[config.mk]
export PLATFORM = sky130hd
export DESIGN_NAME = frag_sched_flat
export DESIGN_NICKNAME = d
export VERILOG_FILES = /design/src/rtl/frag_sched_if.sv /design/src/rtl/frag_sched.sv /design/src/flat_wrapper.sv
export SDC_FILE = /design/constraint.sdc
export NUM_CORES = 1
export LEC_CHECK = 0
export ABC_AREA = 1
export BUFFER_PORTS_ARGS = -buffer_cell sky130_fd_sc_hd__buf_2
export CAP_MARGIN = 5
export CORE_AREA = 10 10 462 464
export DETAILED_ROUTE_END_ITERATION = 8
export DIE_AREA = 0 0 472 474
export PLACE_DENSITY = 0.38
export RECOVER_POWER = 50
export SYNTH_ARGS = -nofsm -noshare
export SYNTH_HDL_FRONTEND = slang
export SYNTH_SLANG_ARGS = --single-unit
[constraint.sdc]
create_clock -name clk -period 5.2 [get_ports clk]
set_input_delay 1.3 -clock clk [delete_from_list [all_inputs] [get_ports clk]]
set_output_delay 1.3 -clock clk [all_outputs]
set_load 0.05 [all_outputs]
[src/rtl/frag_sched_if.sv]
// Handshake bundle for frag_sched: requester side (valid/data/ready per requester)
// and the serialized fragment stream with its owner id.
interface frag_sched_if #(
  parameter int NREQ   = 4,
  parameter int IWIDTH = 288,
  parameter int OWIDTH = 36
);
  localparam int IDW = (NREQ > 1) ? $clog2(NREQ) : 1;

  logic [NREQ-1:0]        req_valid;
  logic [NREQ*IWIDTH-1:0] req_data;
  logic [NREQ-1:0]        req_ready;
  logic                   out_valid;
  logic [OWIDTH-1:0]      out_data;
  logic [IDW-1:0]         out_id;
  logic                   out_last;
  logic                   out_ready;

  modport master (output req_valid, req_data, out_ready,
                  input  req_ready, out_valid, out_data, out_id, out_last);
  modport slave  (input  req_valid, req_data, out_ready,
                  output req_ready, out_valid, out_data, out_id, out_last);
endinterface

[src/rtl/frag_sched.sv]
// Round-robin arbiter feeding a wide-to-narrow serializer, LSB fragment first.
// Define FRAG_SCHED_B2B_EN to re-arbitrate on the last accepted fragment (no idle bubble).
module frag_sched #(
  parameter int NREQ   = 4,
  parameter int IWIDTH = 288,
  parameter int OWIDTH = 36
) (
  input  logic        clk,
  input  logic        reset,
  frag_sched_if.slave bus
);
  localparam int AMOUNT = IWIDTH / OWIDTH;
  localparam int CW     = $clog2(AMOUNT);
  localparam int IDW    = (NREQ > 1) ? $clog2(NREQ) : 1;
`ifdef FRAG_SCHED_B2B_EN
  localparam bit B2B_EN = 1'b1;
`else
  localparam bit B2B_EN = 1'b0;
`endif

  typedef enum logic {IDLE, SEND} state_t;

  state_t            state_q, state_d;
  logic [CW-1:0]     cnt_q, cnt_d;
  logic [IDW-1:0]    ptr_q, ptr_d;
  logic [IDW-1:0]    id_q, id_d;
  logic [IWIDTH-1:0] word_q, word_d;

  logic [IWIDTH-1:0] slice [NREQ];
  logic [OWIDTH-1:0] frag  [AMOUNT];

  for (genvar i = 0; i < NREQ; i++) begin : g_slice
    assign slice[i] = bus.req_data[i*IWIDTH +: IWIDTH];
  end
  for (genvar j = 0; j < AMOUNT; j++) begin : g_frag
    assign frag[j] = word_q[j*OWIDTH +: OWIDTH];
  end

  logic           gnt_vld;
  logic [IDW-1:0] gnt_idx, cand;
  logic           last_acc, arb_en;

  // Rotating search starting just after ptr; ptr itself is visited last.
  always_comb begin
    gnt_vld = 1'b0;
    gnt_idx = '0;
    cand    = '0;
    for (int k = 1; k <= NREQ; k++) begin
      cand = IDW'((int'(ptr_q) + k) % NREQ);
      if (!gnt_vld && bus.req_valid[cand]) begin
        gnt_vld = 1'b1;
        gnt_idx = cand;
      end
    end
  end

  always_comb begin
    state_d  = state_q;
    cnt_d    = cnt_q;
    ptr_d    = ptr_q;
    id_d     = id_q;
    word_d   = word_q;
    bus.req_ready = '0;
    last_acc = (state_q == SEND) && bus.out_ready && (cnt_q == CW'(AMOUNT-1));
    arb_en   = !reset && ((state_q == IDLE) || (B2B_EN && last_acc));

    if (state_q == SEND && bus.out_ready) begin
      cnt_d = last_acc ? '0 : cnt_q + 1'b1;
      if (last_acc) state_d = IDLE;
    end

    if (arb_en && gnt_vld) begin
      bus.req_ready[gnt_idx] = 1'b1;
      word_d  = slice[gnt_idx];
      id_d    = gnt_idx;
      ptr_d   = gnt_idx;
      cnt_d   = '0;
      state_d = SEND;
    end
  end

  always_ff @(posedge clk) begin
    if (reset) begin
      state_q <= IDLE;
      cnt_q   <= '0;
      ptr_q   <= IDW'(NREQ-1);
      id_q    <= '0;
      word_q  <= '0;
    end else begin
      state_q <= state_d;
      cnt_q   <= cnt_d;
      ptr_q   <= ptr_d;
      id_q    <= id_d;
      word_q  <= word_d;
    end
  end

  // Outputs are forced quiet while reset is held, even before the first edge.
  assign bus.out_valid = (state_q == SEND) && !reset;
  assign bus.out_last  = (state_q == SEND) && (cnt_q == CW'(AMOUNT-1)) && !reset;
  assign bus.out_data  = frag[cnt_q];
  assign bus.out_id    = id_q;
endmodule
[src/flat_wrapper.sv]
// flat-port wrapper written by rule: the top's interface ports become plain ports
module frag_sched_flat 
#(
  parameter int NREQ   = 4,
  parameter int IWIDTH = 288,
  parameter int OWIDTH = 36
)
  (clk, reset, bus_req_valid, bus_req_data, bus_out_ready, bus_req_ready, bus_out_valid, bus_out_data, bus_out_id, bus_out_last);
  frag_sched_if #(.NREQ(NREQ), .IWIDTH(IWIDTH), .OWIDTH(OWIDTH)) bus_i ();
  input  logic clk;
  input  logic reset;
  input wire logic [$bits(bus_i.req_valid)-1:0] bus_req_valid;
  input wire logic [$bits(bus_i.req_data)-1:0] bus_req_data;
  input wire logic [$bits(bus_i.out_ready)-1:0] bus_out_ready;
  output wire logic [$bits(bus_i.req_ready)-1:0] bus_req_ready;
  output wire logic [$bits(bus_i.out_valid)-1:0] bus_out_valid;
  output wire logic [$bits(bus_i.out_data)-1:0] bus_out_data;
  output wire logic [$bits(bus_i.out_id)-1:0] bus_out_id;
  output wire logic [$bits(bus_i.out_last)-1:0] bus_out_last;
  assign bus_i.req_valid = bus_req_valid;
  assign bus_i.req_data = bus_req_data;
  assign bus_i.out_ready = bus_out_ready;
  assign bus_req_ready = bus_i.req_ready;
  assign bus_out_valid = bus_i.out_valid;
  assign bus_out_data = bus_i.out_data;
  assign bus_out_id = bus_i.out_id;
  assign bus_out_last = bus_i.out_last;
  frag_sched #(.NREQ(NREQ), .IWIDTH(IWIDTH), .OWIDTH(OWIDTH)) u_core (.clk(clk), .reset(reset), .bus(bus_i));
endmodule
==> results of run 1 <==
kinds of logic after synthesis:
logic type	Yosys count	synth area share
adders and majority gates	2	0.00112
AOI/OAI and AO/OA	321	0.0799
DFF	296	0.266
buffers and inverters	561	0.108
and+or+nand+nor	2880	0.544
critical path: cells and delay by family, from the launching register on:
kind | cells | cell delay (ns)
simple gates | 1 | 0.31
flops | 1 | 0.43
compound gates | 3 | 1.38
buf+inv | 2 | 0.84
cells in the mapped netlist (2+ instances only):
cell      instances  area share
a211oi_1          2     0.00067
a21oi_1          71       0.016
a31oi_1          36       0.010
buf_1            29      0.0049
buf_2            90       0.020
buf_4            29      0.0098
buf_6            11      0.0056
clkbuf_1        181       0.031
clkinv_1          2     0.00034
dfxtp_1         296        0.27
ha_1              2      0.0011
inv_1           211       0.036
inv_2             7      0.0012
nand2_1        1542        0.26
nand2_2           3     0.00084
nand2_4           2      0.0010
nand3_1         909        0.20
nand4_1          48       0.013
nor2_1          371       0.063
nor3_1            2     0.00045
o211ai_1         31       0.010
o21ai_0         149       0.034
o22ai_1          30      0.0084
registers in the layout, indices dropped and copies added, names as in the netlist:
signal,cells
u_core.word_q,288
u_core.cnt_q,3
u_core.state_q,1
u_core.bus.out_id,2
u_core.ptr_q,2
cell type report:
type / count / area (um2) / area share
multi-input combinational: 3203 / 14000 / 0.429
timing repair buffer: 1277 / 6860 / 0.210
sequential: 296 / 5930 / 0.182
tap: 2688 / 3360 / 0.103
clock buffer: 57 / 1230 / 0.0377
inverter: 221 / 863 / 0.0265
clock inverter: 19 / 235 / 0.00722
antenna: 53 / 133 / 0.00407
report_power, final:
group | internal (mW) | switching, mW
Combinational | 4.31 | 12.8
Sequential | 3.18 | 1.02
Clock | 1.90 | 1.29
Total | 9.38 | 15.1
path summary, 6_finish.rpt:
path / start / end / slack (ns)
setup reg to reg: u_core.ptr_q[0] / u_core.word_q[213] / 0.46
setup / recovery: u_core.cnt_q[0] / bus_out_data[28] / 0.16
hold / removal: u_core.word_q[208] / u_core.word_q[208] / 0.45
hold reg to reg: u_core.word_q[208] / u_core.word_q[208] / 0.45
metal layers:
layer  up-vias  GRT usage  wire length, um  part of all wire
met1     14951      0.235            94600              0.40
met4        96     0.0330             4550             0.019
met3       321     0.0657            21200             0.090
li1      15189          -                -                 -
met2      1394      0.354           115000              0.49
met5         -          0              617            0.0026
==> results.md, run 1 <==
* Reg clk slew, reported paths at 0.06 ns
* Most frequent cells in the layout: nand2_1 (1541), buf_2 (1194), nand3_1 (910)
* Critical Path RT at 3.90 ns
* Post-Syn Area at 22300 um2
* Register area share after synthesis at 0.266
* Initial Utilization at 0.109
* Initial DRT Pass Iterations at 5
* Chip Height at 474 um
* Ys async rst share at 0
* Max Root-Sink Buffers at 3
* Slew @ Worst Pin at 1.50 ns
* Pre-CTS WS at 0.0493 ns
* Area of the core at 204000 um2
* Post-detail-place hpwl at 198000 um
* Die width at 472 um
* Top FF cell, synth: dfxtp_1
* GRT Overall Usage at 0.199
* Unrepaired setup endpoints after global routing: no
* DR WL/cell at 30.1 um
* Final setup violation count at 0
* Setup CP Type: reg2out
* Global route total overflow at 0
* Setup TNS at 0 ns
* Final Skew at 0.0215 ns
* Placed cell areas at 31000 um2
* R2r worst-path depth at 15
* Slew Viols, Final at 46
* First-pass GRT wire length at 305000 um
* DP Cell Count at 7685
* CTS Hold Bufs at 0
* Synth warn at 0
* Fillers at 24304
* Crit path DAT at 3.74 ns
* Static Leak at 16.5 nW
* CP endpoint kind: output pin
* Area grow syn2layout at 46.4%
* Failing checks: capacitance limit, slew limit
* CTS tree: yes
* Power Density at 753 nW/um2
* Final WL at 236000 um
* Vias/cell at 4.09
* Final std cells w/o fill at 7814
* Cts repair resizes at 3
* Initial antenna violation count at 199
* Starting DRT DRC Count at 2323
* Post-CTS Setup Inserts at 0
* EDFF count, synth at 0
* Highest clock rate at 199 MHz
* Critical Path Fanout Max at 112
* IO Count at 1203
* Syn Inst Count at 4060
* Largest net degree at the start of global routing at 149
* Worst-Skew Late Latency at 0.62 ns
* # rows at 166
* Total Power at 24.5 mW
* Fin worst setup slack at 0.164 ns
* Die area at 224000 um2
* Final period utilization at 0.969
* #FFs+latches synth at 296
* Final Util at 0.160
* Post-route cell area at 32600 um2
* Share of post-route cells with drive strength above 1 at 0.270
* Distinct cells, synth at 29
* Root buffer cell: clkbuf_16
* Hold Vio Cnt, Final at 0
* Status: finished, violations left
* Hold Path Depth at 2
* Worst VDD drop at 872 uV
* Final min period at 5.04 ns
* TritonCTS Buffers at 43
* GPL Wtd Cong at 0.890
* Nets at 6203
* Mapped Nets at 5221
* Critical-path cell list: inv_8 > o21ai_0 > o22ai_1 > nor2_1 > a31oi_1 > buf_2
* Clock sinks at 296
* Antenna viol nets, final at 0
* Worst rel slew slack at -0.00326
* Most common cell after layout, fill and taps aside: nand2_1
* H-tree Lvls at 2
* Via count of the first global-routing pass at 32434
* Crit path largest cell delay at 0.98 ns
* Vias at 31951
* Remaining DRCs at 0
* Avg Synthesized Cell Area at 5.48 um2
* Startpoint Class: flip-flop
* Hold crit path type: reg2reg
* Slowest-stage cell, CP: o22ai_1
* Total of max-cap violations at 1
* Worst hold slack at 0.449 ns
* IO Port Bufs at 1202
Note: power is estimated with default switching activity, not from simulation.
==> inputs of run 2 (changes only) <==
SETUP_SLACK_MARGIN = 0.3   (was unset)
==> results.md, run 2 (synthesis results as in run 1) <==
* Status: finished clean
* GRT Overall Usage at 0.200 (+0.000465)
* Startpoint Class: flip-flop
* Most flop-heavy register: u_core.word_q
* CTS tree: yes
* Slew @ Worst Pin at 1.49 ns (-0.0156 ns)
* Total Power at 24.5 mW (about the same)
* Final std cells w/o fill at 7819 (+0.064%)
* Post-detail-place hpwl at 198000 um (unchanged)
* Nets at 6204 (+0.016%)
* Remaining DRCs at 0 (unchanged)
* GPL Wtd Cong at 0.890 (unchanged)
* Slowest-stage cell, CP: o22ai_1
* Placed cell areas at 31000 um2 (unchanged)
* Net Sw Frac at 0.618 (+0.000984)
* CP endpoint kind: output pin
* First-pass GRT wire length at 305000 um (+0.18%)
* Largest net degree at the start of global routing at 149 (unchanged)
* Vias/cell at 4.08 (-0.17%)
* H-tree Lvls at 2 (unchanged)
* Antenna viol nets, final at 0 (unchanged)
* Die area at 224000 um2 (unchanged)
* Worst VDD drop at 869 uV (-0.36%)
* Max reg flops at 288 (unchanged)
* DP Cell Count at 7685 (unchanged)
* Reg clk slew, reported paths at 0.06 ns (about the same)
* Final period utilization at 0.923 (-0.0454)
* Highest routed layer: met5
* Most frequent cells in the layout: nand2_1 (1542), buf_2 (1194), nand3_1 (909)
* Final setup violation count at 0 (unchanged)
* Clock share of power at 0.130 (about the same)
* Total of max-cap violations at 0 (-1)
* Highest clock rate at 208 MHz (+4.9%)
* Vias at 31918 (-0.10%)
* Setup TNS at 0 ns (unchanged)
* Met3 wire len at 21500 um (+1.4%)
* Critical Path Fanout Max at 113 (+0.89%)
* CTS Hold Bufs at 0 (unchanged)
* Most common cell after layout, fill and taps aside: nand2_1
* Combinational Power Share at 0.699 (about the same)
* Initial antenna violation count at 199 (unchanged)
* Net Switching at 15.2 mW (+0.15%)
* Final min period at 4.80 ns (-0.236 ns)
* Final Skew at 0.0192 ns (-0.00230 ns)
* Global route total overflow at 0 (unchanged)
* Worst rel slew slack at 0.00712 (+0.0104)
* WL met1 at 94500 um (-0.15%)
* Slew Viols, Final at 0 (-100%)
* IO Count at 1203 (unchanged)
* Unrepaired setup endpoints after global routing: no
* Critical Path RT at 3.90 ns (about the same)
* Post-route cell area at 32600 um2 (about the same)
* Critical-path cell list: inv_8 > o21ai_0 > o22ai_1 > nor2_1 > a31oi_1 > buf_2
* Crit path largest cell delay at 0.67 ns (-0.31 ns)
* # rows at 166 (unchanged)
* Crit path DAT at 3.50 ns (-0.24 ns)
* Area of the core at 204000 um2 (unchanged)
* TritonCTS Buffers at 43 (unchanged)
* Max Root-Sink Buffers at 3 (unchanged)
* Final WL at 236000 um (+0.20%)
* Hold Vio Cnt, Final at 0 (unchanged)
* Starting DRT DRC Count at 2363 (+1.7%)
* Chip Height at 474 um (unchanged)
* Via count of the first global-routing pass at 32438 (+0.012%)
* Met2 Routed Length at 115000 um (+0.30%)
* Share of post-route cells with drive strength above 1 at 0.270 (+0.000538)
* Worst-Skew Late Latency at 0.62 ns (about the same)
* Initial DRT Pass Iterations at 6 (+1)
* Fillers at 24301 (-0.012%)
* Root buffer cell: clkbuf_16
* Die width at 472 um (unchanged)
* Power Density at 752 nW/um2 (about the same)
* DR WL/cell at 30.2 um (+0.14%)
* Hold crit path type: reg2reg
* IO Port Bufs at 1202 (unchanged)
* Area grow syn2layout at 46.5% (about the same)
* Clock sinks at 296 (unchanged)
* Static Leak at 16.5 nW (about the same)
* Int Pwr at 9.36 mW (-0.26%)
* Initial Utilization at 0.109 (unchanged)
* Sequential power share at 0.171 (about the same)
* Top Registers: u_core.word_q: 288 flops, u_core.cnt_q: 3 flops
* Setup CP Type: reg2out
## run 2: cell types whose count changed in the layout (fill, tap and decap cells not counted), sizes merged
| cell | before | now |
|---|---|---|
| buf | 1271 | 1267 |
| clkbuf | 63 | 68 |
| diode | 53 | 57 |
## run 2: repair_timing
action | in CTS | in global routing
setup endpoints to repair | 10 | 3
buffers inserted | 1 | 0
gates cloned | 0 | 0
pin swaps | 0 | 1
resized for setup | 7 | 3
## run 2: final timing paths
check	start	endpoint	slack [ns]	depth (start not counted)
worst min register to register	u_core.word_q[94]	u_core.word_q[94]	0.45	2
worst min-delay path	u_core.word_q[94]	u_core.word_q[94]	0.45	2
worst max register to register	u_core.ptr_q[0]	u_core.word_q[213]	0.56	15
worst max-delay path	u_core.cnt_q[0]	bus_out_data[23]	0.40	6
## run 2: area by class of cell
cell class	count	area [um2]	share of cell area
Antenna cell	57	143	0.00437
Clock buffer	57	1230	0.0377
Clock inverter	19	235	0.00721
Inverter	221	873	0.0268
Multi-Input combinational cell	3203	14000	0.429
Sequential cell	296	5930	0.182
Tap cell	2688	3360	0.103
Timing Repair Buffer	1278	6830	0.209
## run 2: per-layer routing
layer | vias up | track usage
met5 | - | 0
met4 | 96 | 0.0330
met3 | 312 | 0.0657
met2 | 1428 | 0.354
met1 | 14889 | 0.236
li1 | 15193 | -
## run 2: critical path, delay by kind of cell, from the launching register on
| kind | cells | cell delay, ns |
|---|---|---|
| buffers and inverters | 2 | 0.84 |
| AO/OA/AOI/OAI | 3 | 1.08 |
| AND/OR/NAND/NOR | 1 | 0.38 |
| flip-flops | 1 | 0.42 |
## run 2: stage by stage
step                      hold WS (ns)  setup WS (ns)  utilization
after floorplan                  0.421          0.705            -
after global placement           0.435         0.0507        0.152
after detailed placement         0.437         0.0493        0.152
after CTS                        0.451          0.193        0.160
after global routing             0.467          0.165        0.159
final                            0.450          0.400        0.160
## run 2: power by group through the flow
stage | sequential [mW] | clock, mW | combinational [mW]
finish | 4.19 | 3.19 | 17.1
global route | 4.30 | 3.37 | 18.9
CTS | 4.29 | 3.33 | 17.8
detailed placement | 4.33 | 0 | 17.7
global placement | 4.34 | 0 | 17.6
floorplan | 3.52 | 0 | 10.4
